==> config.mk <==
export PLATFORM = sky130hd
export DESIGN_NAME = multiplicador_8bits
export DESIGN_NICKNAME = d
export VERILOG_FILES = /design/src/rtl/multiplicador_pkg.sv /design/src/rtl/somador.sv /design/src/rtl/multiplicador_8bits.sv
export SDC_FILE = /design/constraint.sdc
export NUM_CORES = 1
export LEC_CHECK = 0
export CORE_MARGIN = 3
export CORE_UTILIZATION = 60
export DETAILED_ROUTE_END_ITERATION = 6
export DONT_BUFFER_PORTS = 1
export PLACE_DENSITY_LB_ADDON = 0.25
export REMOVE_ABC_BUFFERS = 1
export SETUP_SLACK_MARGIN = 0.1
export SLEW_MARGIN = 40
export SYNTH_ARGS = -nofsm -noshare
export SYNTH_HDL_FRONTEND = slang
export SYNTH_SLANG_ARGS = --single-unit
export TNS_END_PERCENT = 50
==> constraint.sdc <==
create_clock -name clk -period 5.89 [get_ports clk]
set_input_delay 0.589 -clock clk [delete_from_list [all_inputs] [get_ports clk]]
set_output_delay 0.589 -clock clk [all_outputs]
set_load 0.05 [all_outputs]
==> src/rtl/multiplicador_pkg.sv <==
// Shared widths, iteration bound and FSM encoding for the shift-and-add multiplier.
package multiplicador_pkg;

  localparam int unsigned WIDTH      = 8;
  localparam int unsigned PROD_WIDTH = 16;
  localparam int unsigned CNT_WIDTH  = 3;

  localparam logic [CNT_WIDTH-1:0] ITER_LAST = 3'd7;

  // 2'b11 is unused and falls back to IDLE wherever the state is decoded
  typedef enum logic [1:0] {
    IDLE = 2'b00,
    CALC = 2'b01,
    DONE = 2'b10
  } state_t;

endpackage

==> src/rtl/somador.sv <==
// 8-bit ripple-carry adder; the multiplier feeds it one partial product per cycle.
module somador
  import multiplicador_pkg::*;
(
  input  logic [WIDTH-1:0] a,
  input  logic [WIDTH-1:0] b,
  input  logic             cin,
  output logic [WIDTH-1:0] sum,
  output logic             cout
);

  logic [WIDTH:0] carry;

  // Bit-serial carry chain, one full adder per bit
  always_comb begin
    carry    = '0;
    sum      = '0;
    carry[0] = cin;
    for (int i = 0; i < int'(WIDTH); i++) begin
      sum[i]     = a[i] ^ b[i] ^ carry[i];
      carry[i+1] = (a[i] & b[i]) | (carry[i] & (a[i] ^ b[i]));
    end
    cout = carry[WIDTH];
  end

endmodule

==> src/rtl/multiplicador_8bits.sv <==
// Sequential 8x8 unsigned shift-and-add multiplier with start/busy/done handshake.
// Each CALC cycle adds M (gated by Q[0]) to P_hi and shifts {cout, sum, Q} right.
module multiplicador_8bits
  import multiplicador_pkg::*;
(
  input  logic                  clk,
  input  logic                  reset,
  input  logic                  start,
  input  logic [WIDTH-1:0]      a,
  input  logic [WIDTH-1:0]      b,
  output logic                  busy,
  output logic                  done,
  output logic [PROD_WIDTH-1:0] produto
);

  state_t               state;
  state_t               state_next;
  logic [WIDTH-1:0]     m;
  logic [WIDTH-1:0]     p_hi;
  logic [WIDTH-1:0]     q;
  logic [CNT_WIDTH-1:0] count;
  logic [WIDTH-1:0]     add_b;
  logic [WIDTH-1:0]     sum;
  logic                 cout;

  assign add_b = q[0] ? m : '0;

  somador u_somador (
    .a    (p_hi),
    .b    (add_b),
    .cin  (1'b0),
    .sum  (sum),
    .cout (cout)
  );

  // State register
  always_ff @(posedge clk) begin
    if (reset) state <= IDLE;
    else       state <= state_next;
  end

  // Next-state logic
  always_comb begin
    state_next = IDLE;
    case (state)
      IDLE:    state_next = start ? CALC : IDLE;
      CALC:    state_next = (count == ITER_LAST) ? DONE : CALC;
      DONE:    state_next = IDLE;
      default: state_next = IDLE;
    endcase
  end

  // Handshake outputs decoded from the state register
  always_comb begin
    busy = 1'b0;
    done = 1'b0;
    case (state)
      CALC:    busy = 1'b1;
      DONE:    done = 1'b1;
      default: ;
    endcase
  end

  // Datapath: operand capture in IDLE, add-and-shift in CALC, hold otherwise
  always_ff @(posedge clk) begin
    if (reset) begin
      m     <= '0;
      p_hi  <= '0;
      q     <= '0;
      count <= '0;
    end else begin
      case (state)
        IDLE: begin
          if (start) begin
            m     <= a;
            q     <= b;
            p_hi  <= '0;
            count <= '0;
          end
        end
        CALC: begin
          {p_hi, q} <= {cout, sum, q[WIDTH-1:1]};
          count     <= count + CNT_WIDTH'(1);
        end
        default: ;
      endcase
    end
  end

  assign produto = {p_hi, q};

endmodule

==> summary.txt, run 1 <==
PortBufs = 0
Core footprint = 2060 um^2
Antenna violations before repair = 0
Post-DP HPWL = 1.80 mm
Number of global-route vias before repair = 828
Vias per Instance = 5.59
RSZ-0062 raised after global routing = false
CTS buffer count = 5
Root buffer cell = clkbuf_4
Largest net degree at the start of global routing = 22
Post-CTS Resized = 0
CTS tree = yes
FF-to-FF End = p_hi[6]$_SDFFE_PP0P_
Synth top area share = 42.1%
Post-route ant nets = 0
# H-tree levels = 2
Crit path time final = 4120 ps
Overall Global Routing Usage = 20.2%
R2R Path Start = q[0]$_SDFFE_PP0P_
DR vias = 849
Remaining DRCs = 0
Kind of critical path = flip-flop to flip-flop
Setup Buffers After CTS = 0
Setup violators final = 0
First-pass GRT wire length = 3.90 mm
Initial Utilization = 66.9%
Chip Width = 53.9 um
GPL Wtd Cong = 0.675
Fin. Hold Viols = 0
Required @ worst endpoint = 6120 ps
Crit path launch type = flip-flop
Min-delay src = reset
Pwr Density = 281 nW/um^2
Drt wl/cell = 16.1 um
Max Slew Vio Count = 0
Bufs on Longest Clock Path = 2
Worst hold stages = 1
Final wirelength = 2.44 mm
Total congestion overflow = 0
Share of cells above drive strength 1 = 12.0%
Met3 Routed Length = 185 um
Top post-synthesis cells by area = dfxtp_1, mux2i_1, fa_1
Dominant cell type by area after synthesis = dfxtp_1
Die Area = 2910 um^2
Dpl cells = 145
Sink of the worst hold path = q[6]$_SDFFE_PP0P_
Max-Cap Viols = 0
Register bit total from synthesis = 29
FF-to-FF path depth = 12
# diodes = 0
Tcrit/Tclk final = 69.9%
Outcome = finished, final reports clean
Die Y = 53.9 um
VDD IR max = 0.270 mV
Seq/Total Area, Yosys = 42.1%
DR pass1 iterations = 2
WL met1 = 1.01 mm
Post-Synthesis Cells = 125
Synth Cell Area = 1380 um^2
Row cnt = 16
Clock Skews = 3.54 ps
Synth unique cells = 26
Synth warnings = 0
Worst EP arrival = 4340 ps
Highest clock rate = 0.243 GHz
Worst-skew pair later-pin latency = 330 ps
Type of the worst min-delay path = input pin to flip-flop
Final Net Count = 154
Clock-pin slew on the worst setup and hold paths = 80 ps
Crit. End Element = flip-flop
Slew @ Worst Pin = 756 ps
Sink Count = 29
Finished Layout Cells = 152
DR iter-0 viols = 7
Critical Path Fanout Max = 10
Post-CTS Hold Fix Bufs = 0
Top Ports = 37
Leakage = 0.538 nW
Syn avg cell area = 11.0 um^2
Met2 WL = 1.18 mm
Top Metal Used = met4
Setup TNS = 0 ps
Flop-to-flop setup slack = 1770 ps
Area added between synthesis and finish = 3.09%
Rel. slew slack = 49.6%
-- flip-flops by register name, summed over array words and instances (netlist names) --
signal  flops
state       2
q           8
p_hi        8
m           8
count       3
-- critical path, stage by stage (launching register included) --
cell     delay [ps]
dfxtp_1         820
and2_1          230
ha_1            140
inv_1            50
fa_1            370
fa_1            390
fa_1            400
fa_1            400
fa_1            370
inv_1            70
fa_1            170
fa_1            410
a22o_1          200
-- kinds of logic (layout without fill, tap and decap cells) --
family | after synthesis | count (layout) | synth area share (%)
simple gates | 34 | 34 | 12.8
flops | 29 | 29 | 42.1
compound gates | 21 | 21 | 14.9
buf+inv | 16 | 16 | 6.44
mux | 15 | 15 | 10.9
fa+ha+maj | 10 | 10 | 12.9
-- metrics by stage --
stage          worst slack, ps  power (mW)  util [%]  hold slack, ps  instance area, um^2
6_report                  1770       0.399      68.9             311                 1420
5_1_grt                   1590       0.422      68.9             277                 1420
4_1_cts                   1760       0.404      68.9             298                 1420
3_5_place_dp              1770       0.284      66.3             471                 1370
3_3_place_gp              1900       0.281      65.8             463                 1360
2_1_floorplan             1990       0.274         -             449                 1320
-- cells in the mapped netlist --
library cell and instances:
inv_1 9, nor3b_2 1, nand2b_1 1, o21ba_1 1
a22o_1 5, clkbuf_1 1, buf_6 3, buf_4 1
o2bb2ai_1 5, fa_1 7, a211oi_1 5, nor2b_1 1
a2111oi_4 1, a211oi_2 3, nor2_1 19, and2b_1 1
nor2_4 1, mux2i_1 15, dfxtp_1 29, and2b_4 1
buf_2 2, and2_1 3, ha_1 3, nand2_1 5
a21oi_1 1, nor2b_4 1
-- cell usage in the layout, fill, tap and decap left out, types with 3 or more instances in the layout --
cell type and instances:
a22o_1 5, ha_1 3, a211oi_1 5, fa_1 7, dfxtp_1 29, nand2_1 5, and2_1 3, mux2i_1 15
nor2_1 19, a211oi_2 3, clkbuf_4 5, inv_1 9, o2bb2ai_1 5
-- worst max path at each step --
stage | from | to | slack (ps) | depth (start not counted)
finish | q[0]$_SDFFE_PP0P_ | p_hi[6]$_SDFFE_PP0P_ | 1770 | 12
global route | q[0]$_SDFFE_PP0P_ | p_hi[6]$_SDFFE_PP0P_ | 1590 | 12
CTS | q[0]$_SDFFE_PP0P_ | p_hi[6]$_SDFFE_PP0P_ | 1760 | 12
detailed placement | q[0]$_SDFFE_PP0P_ | p_hi[6]$_SDFFE_PP0P_ | 1770 | 12
global placement | q[0]$_SDFFE_PP0P_ | p_hi[6]$_SDFFE_PP0P_ | 1900 | 12
floorplan | q[0]$_SDFFE_PP0P_ | p_hi[6]$_SDFFE_PP0P_ | 1990 | 12
-- power by group --
part	switching [mW]	internal, mW
Combinational	0.0213	0.0187
Sequential	0.0318	0.207
Clock	0.0643	0.0562
Total	0.117	0.282
-- area by class of cell --
cell class | instances | area, um^2
well taps | 27 | 33.8
multi-input cells | 80 | 718
fillers | 173 | 641
clock buffers | 7 | 55.1
flip-flops and latches | 29 | 581
inverters | 9 | 33.8
-- metal layers --
metal | up-vias | track usage [%]
met5 | - | 0
met4 | 0 | 14.0
met3 | 8 | 8.31
met2 | 28 | 29.6
met1 | 390 | 23.9
li1 | 423 | -
Power figures use the tool's default switching activity.
==> inputs of run 2 (changes only) <==
clock period = 3.9 ns   (was 5.89 ns; I/O delays follow)
==> run 2 against run 1 <==
Net effect:
- count of clock-buffer cells in the layout is the same
- core utilization grew 2.2 points
- sequential power grew 48%
- sequential share of layout area shrank 1.3 points
- final cell count grew 3.3%
- first-iteration DRC count grew 14%
- total power grew 57%
- final area grew 3.2%
- critical path type unchanged
==> summary.txt, run 2 (synthesis gave the netlist of run 1 again) <==
CTS tree = yes
Crit. End Element = flip-flop
Crit path time final = 3600 ps
Die Y = 53.9 um
Top Ports = 37
Remaining DRCs = 0
Required @ worst endpoint = 4120 ps
Post-CTS Resized = 0
Row cnt = 16
Area added between synthesis and finish = 6.35%
Setup Buffers After CTS = 0
Share of cells above drive strength 1 = 16.2%
PortBufs = 0
Highest clock rate = 0.278 GHz
Slew @ Worst Pin = 719 ps
Max-Cap Viols = 0
Final core utilization = 71.1%
Core footprint = 2060 um^2
Die Area = 2910 um^2
Clock-pin slew on the worst setup and hold paths = 100 ps
Number of global-route vias before repair = 890
Initial Utilization = 66.9%
CTS buffer count = 5
Total congestion overflow = 0
First-pass GRT wire length = 3.84 mm
Final wirelength = 2.39 mm
Pwr Density = 428 nW/um^2
VDD IR max = 0.245 mV
# diodes = 0
Leakage = 0.570 nW
Drt wl/cell = 15.2 um
Setup violators final = 0
Post-CTS Hold Fix Bufs = 0
Root buffer cell = clkbuf_4
Final Net Count = 158
DR pass1 iterations = 4
Commonest cells after routing, fill and taps aside = dfxtp_1, nor2_1, mux2i_1, inv_1, fa_1
RSZ-0062 raised after global routing = false
Crit path launch type = flip-flop
Commonest non-fill, non-tap cell in the layout = dfxtp_1
Worst EP arrival = 3820 ps
Sink Count = 29
Post-DP HPWL = 1.72 mm
Worst-skew pair later-pin latency = 320 ps
Regs by FF count = m x8, p_hi x8, q x8
Bufs on Longest Clock Path = 2
Critical Path Fanout Max = 9
Rel. slew slack = 52.0%
Type of the worst min-delay path = input pin to flip-flop
Vias per Instance = 5.67
Outcome = finished, final reports clean
Final Cell Area = 1470 um^2
Kind of critical path = flip-flop to flip-flop
Largest net degree at the start of global routing = 22
GPL Wtd Cong = 0.739
Clock Skews = 12.8 ps
Fin. Hold Viols = 0
Chip Width = 53.9 um
Tcrit/Tclk final = 92.3%
Overall Global Routing Usage = 19.3%
Max Slew Vio Count = 0
DR vias = 890
Setup TNS = 0 ps
DR iter-0 viols = 8
Placed Area = 1400 um^2
# H-tree levels = 2
Antenna violations before repair = 0
Hold_ws = 129 ps
Post-route ant nets = 0
## run 2: area by class of cell
class / count / area [um^2]
tap: 27 / 33.8
clock inverter: 1 / 5.00
sequential: 29 / 581
fill: 160 / 596
inverter: 9 / 33.8
timing repair buffer: 4 / 30.0
multi-input combinational: 80 / 718
clock buffer: 7 / 65.1
## run 2: per-layer routing
layer	track usage, %	share of wire, %	vias to the layer above
met1	23.7	42	428
met3	7.20	7.7	2
met5	0	0	-
li1	-	-	437
met2	29.6	50	23
met4	8.94	0.54	0
## run 2: critical path, stage by stage, from the launching register on
cell	delay, ps
dfxtp_1	330
buf_4	250
nand2_1	110
fa_1	430
fa_1	400
fa_1	390
fa_1	380
fa_1	360
inv_1	70
fa_1	170
fa_1	410
a22o_1	200
## run 2: final timing paths
kind | startpoint | end | slack [ps] | cells after the start
worst max-delay path | q[0]$_SDFFE_PP0P_ | p_hi[6]$_SDFFE_PP0P_ | 300 | 11
worst min-delay path | reset | count[0]$_SDFFE_PP0P_ | 130 | 1
worst max register to register | q[0]$_SDFFE_PP0P_ | p_hi[6]$_SDFFE_PP0P_ | 300 | 11
worst min register to register | count[0]$_SDFFE_PP0P_ | count[0]$_SDFFE_PP0P_ | 480 | 1
## run 2: per-stage QoR
stage | std cells | power, mW | worst slack [ps]
2_1_floorplan | 118 | 0.414 | -0.789
3_3_place_gp | 149 | 0.426 | 388
3_5_place_dp | 149 | 0.430 | 277
4_1_cts | 157 | 0.633 | 283
5_1_grt | 157 | 0.658 | 190
6_report | 157 | 0.628 | 302
## run 2: power breakdown
group / switching (mW) / internal [mW]
sequential: 0.0409 / 0.312
combinational: 0.0389 / 0.0297
clock: 0.102 / 0.104
total: 0.181 / 0.446
==> inputs of run 3 (changes only) <==
SKIP_CTS_REPAIR_TIMING = 1   (was not set)
==> results of run 3 <==
No change in the layout: final DEF, timing and power equal those of run 2.
